### src/rtl/rx_discard_mvb_merge.sv
// Merges per-channel RX discard MVB streams into one channel-tagged MVB stream.
// Each channel has a word FIFO. Each channel also has saturating discard and drop counters.
module rx_discard_mvb_merge #(
  parameter int unsigned CHANNELS   = 4,
  parameter int unsigned REGIONS    = 2,
  parameter int unsigned FIFO_DEPTH = 16,
  parameter int unsigned CNT_WIDTH  = 32,
  localparam int unsigned CH_W      = (CHANNELS > 1) ? $clog2(CHANNELS) : 1
) (
  input  logic                         CLK,
  input  logic                         RESET,
  input  logic [CHANNELS*REGIONS-1:0]  RX_MVB_DATA,
  input  logic [CHANNELS*REGIONS-1:0]  RX_MVB_VLD,
  input  logic [CHANNELS-1:0]          RX_MVB_SRC_RDY,
  output logic [REGIONS-1:0]           TX_MVB_DATA,
  output logic [REGIONS-1:0]           TX_MVB_VLD,
  output logic [CH_W-1:0]              TX_MVB_CHANNEL,
  output logic                         TX_MVB_SRC_RDY,
  input  logic                         TX_MVB_DST_RDY,
  input  logic [CH_W-1:0]              CNT_SEL,
  input  logic                         CNT_CLR,
  output logic [CNT_WIDTH-1:0]         CNT_DISCARDED,
  output logic [CNT_WIDTH-1:0]         CNT_DROPPED
);

  localparam int unsigned AW = $clog2(FIFO_DEPTH);
  localparam int unsigned WW = 2 * REGIONS;
  localparam int unsigned PW = $clog2(REGIONS + 1);

  // Stored word layout: {vld, data}
  logic [WW-1:0]        mem_q    [CHANNELS][FIFO_DEPTH];
  logic [AW:0]          wr_ptr_q [CHANNELS];
  logic [AW:0]          rd_ptr_q [CHANNELS];
  logic [CNT_WIDTH-1:0] disc_q   [CHANNELS];
  logic [CNT_WIDTH-1:0] disc_d   [CHANNELS];
  logic [CNT_WIDTH-1:0] drop_q   [CHANNELS];
  logic [CNT_WIDTH-1:0] drop_d   [CHANNELS];

  logic [CHANNELS-1:0] empty, full, cand, push, pop, clr;
  logic [CH_W-1:0]     rr_q, rr_d, pick, chan_q, chan_d;
  logic                found, out_empty;
  logic                src_rdy_q, src_rdy_d;
  logic [REGIONS-1:0]  data_q, data_d, vld_q, vld_d;

  always_comb begin : flags
    for (int unsigned c = 0; c < CHANNELS; c++) begin
      empty[c] = (wr_ptr_q[c] == rd_ptr_q[c]);
      full[c]  = (wr_ptr_q[c][AW] != rd_ptr_q[c][AW]) &&
                 (wr_ptr_q[c][AW-1:0] == rd_ptr_q[c][AW-1:0]);
      cand[c]  = RX_MVB_SRC_RDY[c] && (|RX_MVB_VLD[c*REGIONS +: REGIONS]);
      clr[c]   = CNT_CLR && (CNT_SEL == CH_W'(c));
    end
  end

  always_comb begin : arbiter
    int unsigned idx;
    found = 1'b0;
    pick  = rr_q;
    idx   = 0;
    for (int unsigned i = 0; i < CHANNELS; i++) begin
      idx = 32'(rr_q) + i;
      if (idx >= CHANNELS) idx = idx - CHANNELS;
      if (!found && !empty[idx]) begin
        found = 1'b1;
        pick  = CH_W'(idx);
      end
    end
  end

  assign out_empty = !src_rdy_q || TX_MVB_DST_RDY;

  // A full FIFO still accepts a word when it is popped in the same cycle.
  always_comb begin : push_pop
    for (int unsigned c = 0; c < CHANNELS; c++) begin
      pop[c]  = out_empty && found && (pick == CH_W'(c));
      push[c] = cand[c] && (!full[c] || pop[c]);
    end
  end

  always_comb begin : out_next
    logic [WW-1:0] word;
    word      = mem_q[pick][rd_ptr_q[pick][AW-1:0]];
    src_rdy_d = src_rdy_q;
    data_d    = data_q;
    vld_d     = vld_q;
    chan_d    = chan_q;
    rr_d      = rr_q;
    if (out_empty) begin
      src_rdy_d = found;
      if (found) begin
        data_d = word[REGIONS-1:0];
        vld_d  = word[WW-1:REGIONS];
        chan_d = pick;
        rr_d   = (32'(pick) == CHANNELS - 1) ? '0 : pick + 1'b1;
      end
    end
  end

  // Clear replaces the old value with this cycle's increment.
  always_comb begin : counters
    logic [PW-1:0]        pc;
    logic [CNT_WIDTH:0]   sum;
    logic [CNT_WIDTH-1:0] base;
    for (int unsigned c = 0; c < CHANNELS; c++) begin
      pc = '0;
      for (int unsigned r = 0; r < REGIONS; r++)
        pc = pc + PW'(RX_MVB_DATA[c*REGIONS + r] & RX_MVB_VLD[c*REGIONS + r] & cand[c]);
      base      = clr[c] ? '0 : disc_q[c];
      sum       = {1'b0, base} + (CNT_WIDTH+1)'(pc);
      disc_d[c] = sum[CNT_WIDTH] ? '1 : sum[CNT_WIDTH-1:0];
      base      = clr[c] ? '0 : drop_q[c];
      sum       = {1'b0, base} + (CNT_WIDTH+1)'(cand[c] && !push[c]);
      drop_d[c] = sum[CNT_WIDTH] ? '1 : sum[CNT_WIDTH-1:0];
    end
  end

  always_ff @(posedge CLK) begin
    if (RESET) begin
      for (int unsigned c = 0; c < CHANNELS; c++) begin
        wr_ptr_q[c] <= '0;
        rd_ptr_q[c] <= '0;
        disc_q[c]   <= '0;
        drop_q[c]   <= '0;
      end
      src_rdy_q <= 1'b0;
      data_q    <= '0;
      vld_q     <= '0;
      chan_q    <= '0;
      rr_q      <= '0;
    end else begin
      for (int unsigned c = 0; c < CHANNELS; c++) begin
        if (push[c]) begin
          mem_q[c][wr_ptr_q[c][AW-1:0]] <= {RX_MVB_VLD[c*REGIONS +: REGIONS],
                                            RX_MVB_DATA[c*REGIONS +: REGIONS]};
          wr_ptr_q[c] <= wr_ptr_q[c] + 1'b1;
        end
        if (pop[c]) rd_ptr_q[c] <= rd_ptr_q[c] + 1'b1;
        disc_q[c] <= disc_d[c];
        drop_q[c] <= drop_d[c];
      end
      src_rdy_q <= src_rdy_d;
      data_q    <= data_d;
      vld_q     <= vld_d;
      chan_q    <= chan_d;
      rr_q      <= rr_d;
    end
  end

  assign TX_MVB_SRC_RDY = src_rdy_q;
  assign TX_MVB_DATA    = data_q;
  assign TX_MVB_VLD     = vld_q;
  assign TX_MVB_CHANNEL = chan_q;

  always_comb begin
    CNT_DISCARDED = '0;
    CNT_DROPPED   = '0;
    if (32'(CNT_SEL) < CHANNELS) begin
      CNT_DISCARDED = disc_q[CNT_SEL];
      CNT_DROPPED   = drop_q[CNT_SEL];
    end
  end

endmodule

### config.mk
export PLATFORM = sky130hd
export DESIGN_NAME = rx_discard_mvb_merge
export DESIGN_NICKNAME = d
export VERILOG_FILES = /design/src/rtl/rx_discard_mvb_merge.sv
export SDC_FILE = /design/constraint.sdc
export NUM_CORES = 1
export LEC_CHECK = 0
export ABC_AREA = 1
export CAP_MARGIN = 20
export CORE_AREA = 2 2 241 243
export CTS_CLUSTER_DIAMETER = 100
export CTS_CLUSTER_SIZE = 14
export DETAILED_ROUTE_END_ITERATION = 10
export DIE_AREA = 0 0 243 245
export PLACE_DENSITY_LB_ADDON = 0.08
export RECOVER_POWER = 100
export SYNTH_ARGS = -nofsm -noshare
export SYNTH_HDL_FRONTEND = slang
export SYNTH_SLANG_ARGS = --single-unit
### constraint.sdc
create_clock -name CLK -period 6.9 [get_ports CLK]
set_input_delay 1.035 -clock CLK [delete_from_list [all_inputs] [get_ports CLK]]
set_output_delay 1.035 -clock CLK [all_outputs]
set_load 0.05 [all_outputs]
# [Word-level counts from Yosys, hierarchy flattened]
# Memories as Yosys holds them, arrays and structs flattened.
# Index checks and enable logic that the tools add are counted.
[word_totals] reg_bits=9 ramBits=552 input_bits=26 output_inout_bits=71 n_memories=5
[mem_list] memory="mem_q" words=4 width=64 read_ports=1 rd_ports_with_merged_regs=0 write_ports=4 line="31" text="logic [WW-1:0] mem_q [CHANNELS][FIFO_DEPTH];"
[mem_list] memory="disc_q" words=4 width=32 read_ports=5 rd_ports_with_merged_regs=0 write_ports=4 line="34" text="logic [CNT_WIDTH-1:0] disc_q [CHANNELS];"
[mem_list] memory="drop_q" words=4 width=32 read_ports=5 rd_ports_with_merged_regs=0 write_ports=4 line="36" text="logic [CNT_WIDTH-1:0] drop_q [CHANNELS];"
[mem_list] memory="rd_ptr_q" words=4 width=5 read_ports=5 rd_ports_with_merged_regs=0 write_ports=4 line="33" text="logic [AW:0] rd_ptr_q [CHANNELS];"
[mem_list] memory="wr_ptr_q" words=4 width=5 read_ports=4 rd_ports_with_merged_regs=0 write_ports=4 line="32" text="logic [AW:0] wr_ptr_q [CHANNELS];"
[classes] n_addsub=28 magnitude_cmp=17 eq_ne=18 mux=95 bitwise=37 n_reduce_logical=58
[op_table] op="$mux 32" n=28
[op_table] op="$mux 64" n=4
[op_table] op="$add 32x1->33" n=4
[op_table] op="$add 32x2->33" n=4
[op_table] op="$lt 32x3->1 const B" n=4
[op_table] op="$demux 4 s4" n=4
[op_table] op="$add 5x1->5 const B" n=8
[op_table] op="$mux 5" n=8
[op_table] op="$mux 1" n=35
[op_table] op="$logic_and 1x1->1" n=32
[op_table] op="$ge 5x5->1 const B" n=5
[op_table] op="$not 4->5" n=5
[op_table] op="$mux 4" n=6
[op_table] op="$eq 5x5->1" n=4
[op_table] op="$lt 5x1->1 const B" n=4
[op_table] op="$and 1x1->1" n=16
[op_table] op="$bmux 4 s4" n=1
[op_table] op="$eq 4x4->1" n=4
[op_table] op="$or 1x1->1" n=16
[op_table] op="$logic_not 1->1" n=14
[op_table] op="$sub 3x3->4 const B" n=3
[op_table] op="$mux 2" n=5
[op_table] op="$ge 3x3->1 const B" n=3
[op_table] op="$add 1x1->2" n=4
[op_table] op="13 further kinds" n=32

# [Depth between registers and ports, before layout]
# Gate-level depths: netlist of the first run.
[depth] depth_word=23 mapped_depth=42 depth_no_buf=38

# [Least setup slack after synthesis of the first run]
# No wires, ideal clock.
[synth_path] path_type="input -> register" startpoint="input CNT_SEL[0]" endpoint="memory disc_q[1][11]" setup_time_ns=0.065 arrival_ns=4.768 slack_ns=2.067 stages=27 n_path_buf=6 path_cell_list="inv_1 > nor2_2 > nand2_4 > buf_6 > buf_2 > buf_2 > buf_1 > buf_1 > nand2_1 > fa_1 > inv_1 > ha_1 > nand3_2 > nor3_2 > nand2_1 > nor2_1 > nand3_1 > nor4_2 > nand4_1 > nor3_2 > nand3_2 > nor2_2 > nand2_2 > clkinv_2 > buf_4 > a21oi_1 > nor2_1"
[synth_rtl] element="from (decl)" line="20" text="input logic [CH_W-1:0] CNT_SEL,"
[synth_rtl] element="to (decl)" line="34"

# [Worst setup path after layout of the first run]
[layout_path] startpoint="input CNT_SEL[0]" endpoint="output CNT_DROPPED[6]"
[layout_between] elab_chain_len=1
[layout_lines] element="$mem_v2 4x32"
[layout_lines] element="to (decl)" line="23" text="output logic [CNT_WIDTH-1:0] CNT_DROPPED"
# No other way between the ends.

==> results of run 1 <==
-- registers in the layout, indices dropped and copies added, names as in the netlist --
| signal | flops |
|---|---|
| wr_ptr_q | 20 |
| TX_MVB_VLD | 2 |
| rr_q | 2 |
| mem_q | 256 |
| drop_q | 128 |
| TX_MVB_DATA | 2 |
| disc_q | 128 |
| rd_ptr_q | 20 |
| TX_MVB_SRC_RDY | 1 |
| TX_MVB_CHANNEL | 2 |
-- path summary, 6_finish.rpt --
check / start / to / slack [ns]
max: CNT_SEL[0] / CNT_DROPPED[6] / 0.47
min reg2reg: disc_q[2][24] / disc_q[2][24] / 0.51
min: disc_q[2][24] / disc_q[2][24] / 0.51
max reg2reg: wr_ptr_q[0][5] / drop_q[0][30] / 1.05
-- power by group through the flow --
stage | Sequential, mW | Combinational (mW) | Clock, mW
floorplan | 3.83 | 3.39 | 0
global placement | 3.83 | 4.58 | 0
detailed placement | 3.83 | 4.59 | 0
CTS | 3.76 | 4.60 | 2.54
global route | 3.78 | 5.07 | 2.66
finish | 3.76 | 4.62 | 2.49
-- worst min-delay path, stage by stage (launching register included) --
cell and delay (ns):
dfxtp_1 0.33, nand2_1 0.07, a221oi_1 0.06
-- metrics by stage --
step | setup slack [ns] | area (µm²)
3_3_place_gp | 1.19 | 32300
5_1_grt | 0.319 | 33400
6_report | 0.474 | 33400
2_1_floorplan | 2.07 | 30900
3_5_place_dp | 1.17 | 32300
4_1_cts | 1.34 | 33600
-- cells in the final DEF, fill, tap and decap left out, types with 27 or more instances in the layout --
cell type and n:
a21oi_1 131, a22oi_1 59, clkbuf_1 42, clkbuf_16 46, dfxtp_1 265, dlygate4sd3_1 86
edfxtp_1 296, ha_1 36, inv_1 561, nand2_1 982, nand3_1 341, nand4_1 57
nor2_1 476, nor3_1 60, nor4_1 49, o211ai_1 27, o21ai_0 131, o221ai_1 39
xnor2_1 53, xor2_1 124
-- per-layer routing --
metal	part of all wire [%]	routed length, µm	GRT usage (%)	vias to the layer above
met5	0	0	0	-
met4	3.6	3270	11.1	0
met3	4.4	4050	2.58	154
met2	50	45300	53.6	741
met1	42	38600	38.9	12300
li1	-	-	-	13100
-- cell families (layout without fill, tap and decap cells) --
kind of cell,Yosys count,in the layout,synth area share (%)
compound gates,428,428,8.39
fa+ha+maj,40,40,1.72
buf+inv,752,799,9.83
simple gates,2058,2058,29.1
xor+xnor,177,177,5.02
flops,561,561,45.9
-- area by class of cell --
class	count	area [µm²]
clock inverter	4	75.1
multi-input combinational	2703	13600
sequential	561	14200
tap	765	957
clock buffer	69	1240
inverter	588	2210
fill	5552	23600
timing repair buffer	138	1190
==> flow_metrics.py, run 1 <==
metrics = {
    "drt": {
        "drt-vias-per-instance": 5.45,
        "dr_total_vias": 26300,
        "drtAntennaViolNets": 0,
        "wirelength_mm": 91.2,
        "routedWlPerCell_um": 18.9,
        "drt_iter0_drc": 2103,
        "first_pass_iters": 6,
        "drc": 0,
    },
    "clock_network": {
        "cts_tree": "yes",
        "insertion_delay_ns": 0.63,
        "h-tree-depth": 2,
        "clockBufferDepth": 3,
        "ctsResizeCount": 0,
        "cts_root_buffer": "clkbuf_16",
        "postCtsSetupBuffers": 0,
        "cts.clk_slew.worst_paths_ns": 0.07,
        "cts_inserted_buffers": 46,
        "hold_buffers": 0,
        "cts_num_sinks": 561,
    },
    "finish": {
        "layout-drive-gt1-share_pct": 3.99,
        "fin_util_pct": 58.6,
        "area_growth_pct": 8.23,
        "final_nets": 4104,
        "diodes": 0,
        "fin_cells": 4828,
    },
    "worst_setup_path": {
        "path_class": "primary input to primary output",
        "end_kind": "primary output",
        "worstPathMaxFanout": 31,
        "cp.required_ns": 5.86,
        "critPathLaunchType": "primary input",
        "crit_family": "buffers and inverters",
        "cpMostUsedCell": "dlygate4sd3_1",
        "cp.depth": 6,
        "arrival_ns": 5.39,
        "cpMaxStageDelayCell": "clkbuf_1",
        "max_stage_delay_ns": 1.14,
        "crit_chain": "dlygate4sd3_1 -> nor2_4 -> clkbuf_1 -> a22oi_1 -> o221ai_1 -> dlygate4sd3_1",
        "path_buf_inv": 3,
        "reg2reg_depth": 30,
    },
    "sta": {
        "finalCritPeriodShare_pct": 93.1,
        "finalMaxSlewViolations": 83,
        "skew_ns": 0.0401,
        "timing.final.crit_period_ns": 6.43,
        "setup_viol": 0,
        "tightest_slew_ns": 1.74,
        "rsz0062_at_grt": "false",
        "finalSetupTns_ns": 0,
        "max-slew-margin-rel_pct": -16.0,
        "max_freq_ghz": 0.156,
        "whs_ns": 0.515,
        "final-hold-violation-count": 0,
    },
    "power": {
        "seqPwrFrac_pct": 34.6,
        "power.switching_mw": 4.75,
        "total_power_mw": 10.9,
        "ir_drop_mv": 0.317,
        "switching_share_pct": 43.7,
        "p_int_mw": 6.12,
        "p_leak_nw": 13.6,
        "combPwrFrac_pct": 42.5,
        "cellPowerDensity_nw_per_um2": 325,
        "power_frac_clock_pct": 22.9,
    },
    "synthesis": {
        "synth_area_um2": 30900,
        "post_synth_inst_count": 4016,
        "yosysMostFrequentCell": "nand2_1",
        "mappedNetlistNets": 4082,
        "synth_top_area_share_pct": 28.8,
        "ys_ff_latch": 561,
        "synth_flop_cell": "edfxtp_1",
        "async_reset_ff_share_pct": 0,
        "synth_common_cells": "nand2_1 (979), inv_1 (558), nor2_1 (470)",
        "yosys.area.top_type": "edfxtp_1",
        "yosys_warnings": 0,
        "synth_edf_count": 296,
        "yosysUniqueCellTypes": 54,
        "yosys-top-cells-area": "edfxtp_1 (29%), dfxtp_1 (17%), nand2_1 (12%)",
        "ys_seq_area_share_pct": 45.9,
        "synth.avg_cell_area_um2": 7.70,
    },
    "grt": {
        "grt-ovfl-total": 0,
        "grt_antenna_before_repair": 0,
        "grt_max_degree": 83,
        "track_usage_pct": 30.3,
        "grt_pass1_wl_mm": 141,
        "grt_pass1_vias": 24800,
    },
    "min_path": {
        "hold-path-cell-count": 2,
        "hold_class": "flip-flop to flip-flop",
    },
    "floorplan": {
        "io_pins": 97,
        "rows": 88,
        "die_y_um": 245,
        "die_x_um": 243,
        "core_um2": 57000,
        "die_area_um2": 59500,
        "start_util_pct": 54.2,
    },
    "job": {
        "maxCapViolCount": 1,
    },
    "place": {
        "dp.cells": 4755,
        "hpwl_mm": 65.3,
        "gp_congestion": 0.940,
        "port_buffers": 96,
    },
    "status": {
        "status": "complete, but fails checks",
        "violations": "capacitance limit, slew limit",
    },
}
(Power assumes the default switching activity.)
==> inputs of run 2 (changes only) <==
PLACE_DENSITY = 0.72   (was default)
PLACE_DENSITY_LB_ADDON = default   (was 0.08)
==> flow_metrics.py, run 2 (same netlist as run 1, synthesis figures left out) <==
metrics = {
    "sta": {
        "setup_slack_ns": 0.655,
        "setup_viol": 0,
        "max_freq_ghz": 0.160,
        "finalMaxSlewViolations": 97,
        "finalSetupTns_ns": 0,
        "final-hold-violation-count": 0,
        "timing.final.crit_period_ns": 6.24,
        "skew_ns": 0.0315,
        "tightest_slew_ns": 1.96,
        "finalCritPeriodShare_pct": 90.5,
        "max-slew-margin-rel_pct": -30.6,
        "rsz0062_at_grt": "false",
    },
    "finish": {
        "mostFrequentLayoutCell": "nand2_1",
        "layout_common_cells": "nand2_1 (982), inv_1 (562), nor2_1 (481)",
        "fillers": 5366,
        "fin_cells": 4824,
        "final_cell_area_um2": 33400,
        "final_nets": 4098,
        "diodes": 0,
        "largest_register_ffs": 256,
        "area_growth_pct": 7.98,
        "layout-drive-gt1-share_pct": 3.70,
    },
    "worst_setup_path": {
        "reg2reg_depth": 33,
        "cp.required_ns": 5.86,
        "critPathLaunchType": "primary input",
        "end_kind": "primary output",
        "arrival_ns": 5.21,
        "path_class": "primary input to primary output",
        "worstPathMaxFanout": 63,
        "r2r-end": "drop_q[3][27]",
        "r2r_slack_ns": 0.95,
        "crit-reg2reg-launch": "wr_ptr_q[0][15]",
    },
    "grt": {
        "grt-ovfl-total": 0,
        "grt_pass1_vias": 25100,
        "track_usage_pct": 29.6,
        "grt_pass1_wl_mm": 139,
        "grt_max_degree": 97,
        "grt_antenna_before_repair": 0,
    },
    "power": {
        "cellPowerDensity_nw_per_um2": 323,
        "total_power_mw": 10.8,
        "p_leak_nw": 13.6,
        "ir_drop_mv": 0.372,
    },
    "min_path": {
        "hold-path-cell-count": 2,
        "hold_class": "flip-flop to flip-flop",
        "whs_endpoint": "TX_MVB_CHANNEL[0]",
        "hp-start": "TX_MVB_CHANNEL[0]",
    },
    "place": {
        "placed_cell_area_um2": 32300,
        "gp_congestion": 0.962,
        "dp.cells": 4749,
        "port_buffers": 96,
        "hpwl_mm": 63.6,
        "pre_cts_ws_ns": 0.996,
    },
    "clock_network": {
        "cts_tree": "yes",
        "ctsResizeCount": 0,
        "cts_num_sinks": 561,
        "cts_root_buffer": "clkbuf_16",
        "h-tree-depth": 2,
        "clockBufferDepth": 3,
        "cts.clk_slew.worst_paths_ns": 0.07,
        "cts_inserted_buffers": 46,
        "postCtsSetupBuffers": 0,
        "hold_buffers": 0,
        "insertion_delay_ns": 0.61,
    },
    "drt": {
        "wirelength_mm": 89.6,
        "dr_total_vias": 26900,
        "drt-vias-per-instance": 5.58,
        "drc": 0,
        "drt_iter0_drc": 2521,
        "first_pass_iters": 7,
        "drtAntennaViolNets": 0,
        "routedWlPerCell_um": 18.6,
    },
    "status": {
        "status": "complete, but fails checks",
        "violations": "capacitance limit, slew limit",
    },
    "floorplan": {
        "die_x_um": 243,
        "io_pins": 97,
        "rows": 88,
        "die_area_um2": 59500,
        "die_y_um": 245,
        "core_um2": 57000,
        "start_util_pct": 54.2,
    },
    "job": {
        "maxCapViolCount": 1,
    },
}
-- run 2: stage by stage --
stage,util (%),hold WS [ns]
3_3_place_gp,56.6,0.467
4_1_cts,58.9,0.479
2_1_floorplan,-,0.476
3_5_place_dp,56.6,0.469
5_1_grt,58.5,0.506
6_report,58.5,0.469
-- run 2: critical path: stages --
cell,delay (ns)
dlygate4sd3_1,1.13
inv_1,0.18
nor2_4,0.16
clkbuf_2,1.10
a22oi_1,0.37
o221ai_1,0.24
dlygate4sd3_1,0.96
-- run 2: worst max-delay path by stage --
stage / start / to / slack, ns / cells past startpoint
2_1_floorplan: CNT_SEL[0] / disc_q[1][11] / 2.07 / 27
3_3_place_gp: CNT_SEL[1] / drop_q[0][30] / 1.11 / 22
3_5_place_dp: CNT_SEL[1] / drop_q[0][30] / 1.0 / 22
4_1_cts: wr_ptr_q[0][15] / drop_q[0][30] / 1.17 / 30
5_1_grt: wr_ptr_q[0][15] / drop_q[3][27] / 0.27 / 33
6_report: CNT_SEL[0] / CNT_DROPPED[17] / 0.66 / 7
-- run 2: final cells by class --
cell class / count / area (µm²) / area share (%)
multi-input combinational: 2703 / 13500 / 40.5
clock inverter: 3 / 45.0 / 0.135
tap: 765 / 957 / 2.87
sequential: 561 / 14200 / 42.5
inverter: 588 / 2210 / 6.63
clock buffer: 72 / 1270 / 3.81
timing repair buffer: 132 / 1170 / 3.50
-- run 2: per-layer routing --
layer / vias to the layer above / track usage, % / part of all wire [%]
met5: - / 0 / 0
met4: 0 / 13.4 / 4.8
met3: 229 / 3.47 / 6.9
met2: 1056 / 49.6 / 47
met1: 12600 / 38.7 / 41
li1: 13100 / - / -
-- run 2: where the power goes --
part	switching, mW	leakage (nW)	internal [mW]	total, mW
Sequential	0.115	4.87	3.64	3.76
Clock	1.23	0.630	1.27	2.50
Combinational	3.27	8.11	1.25	4.52
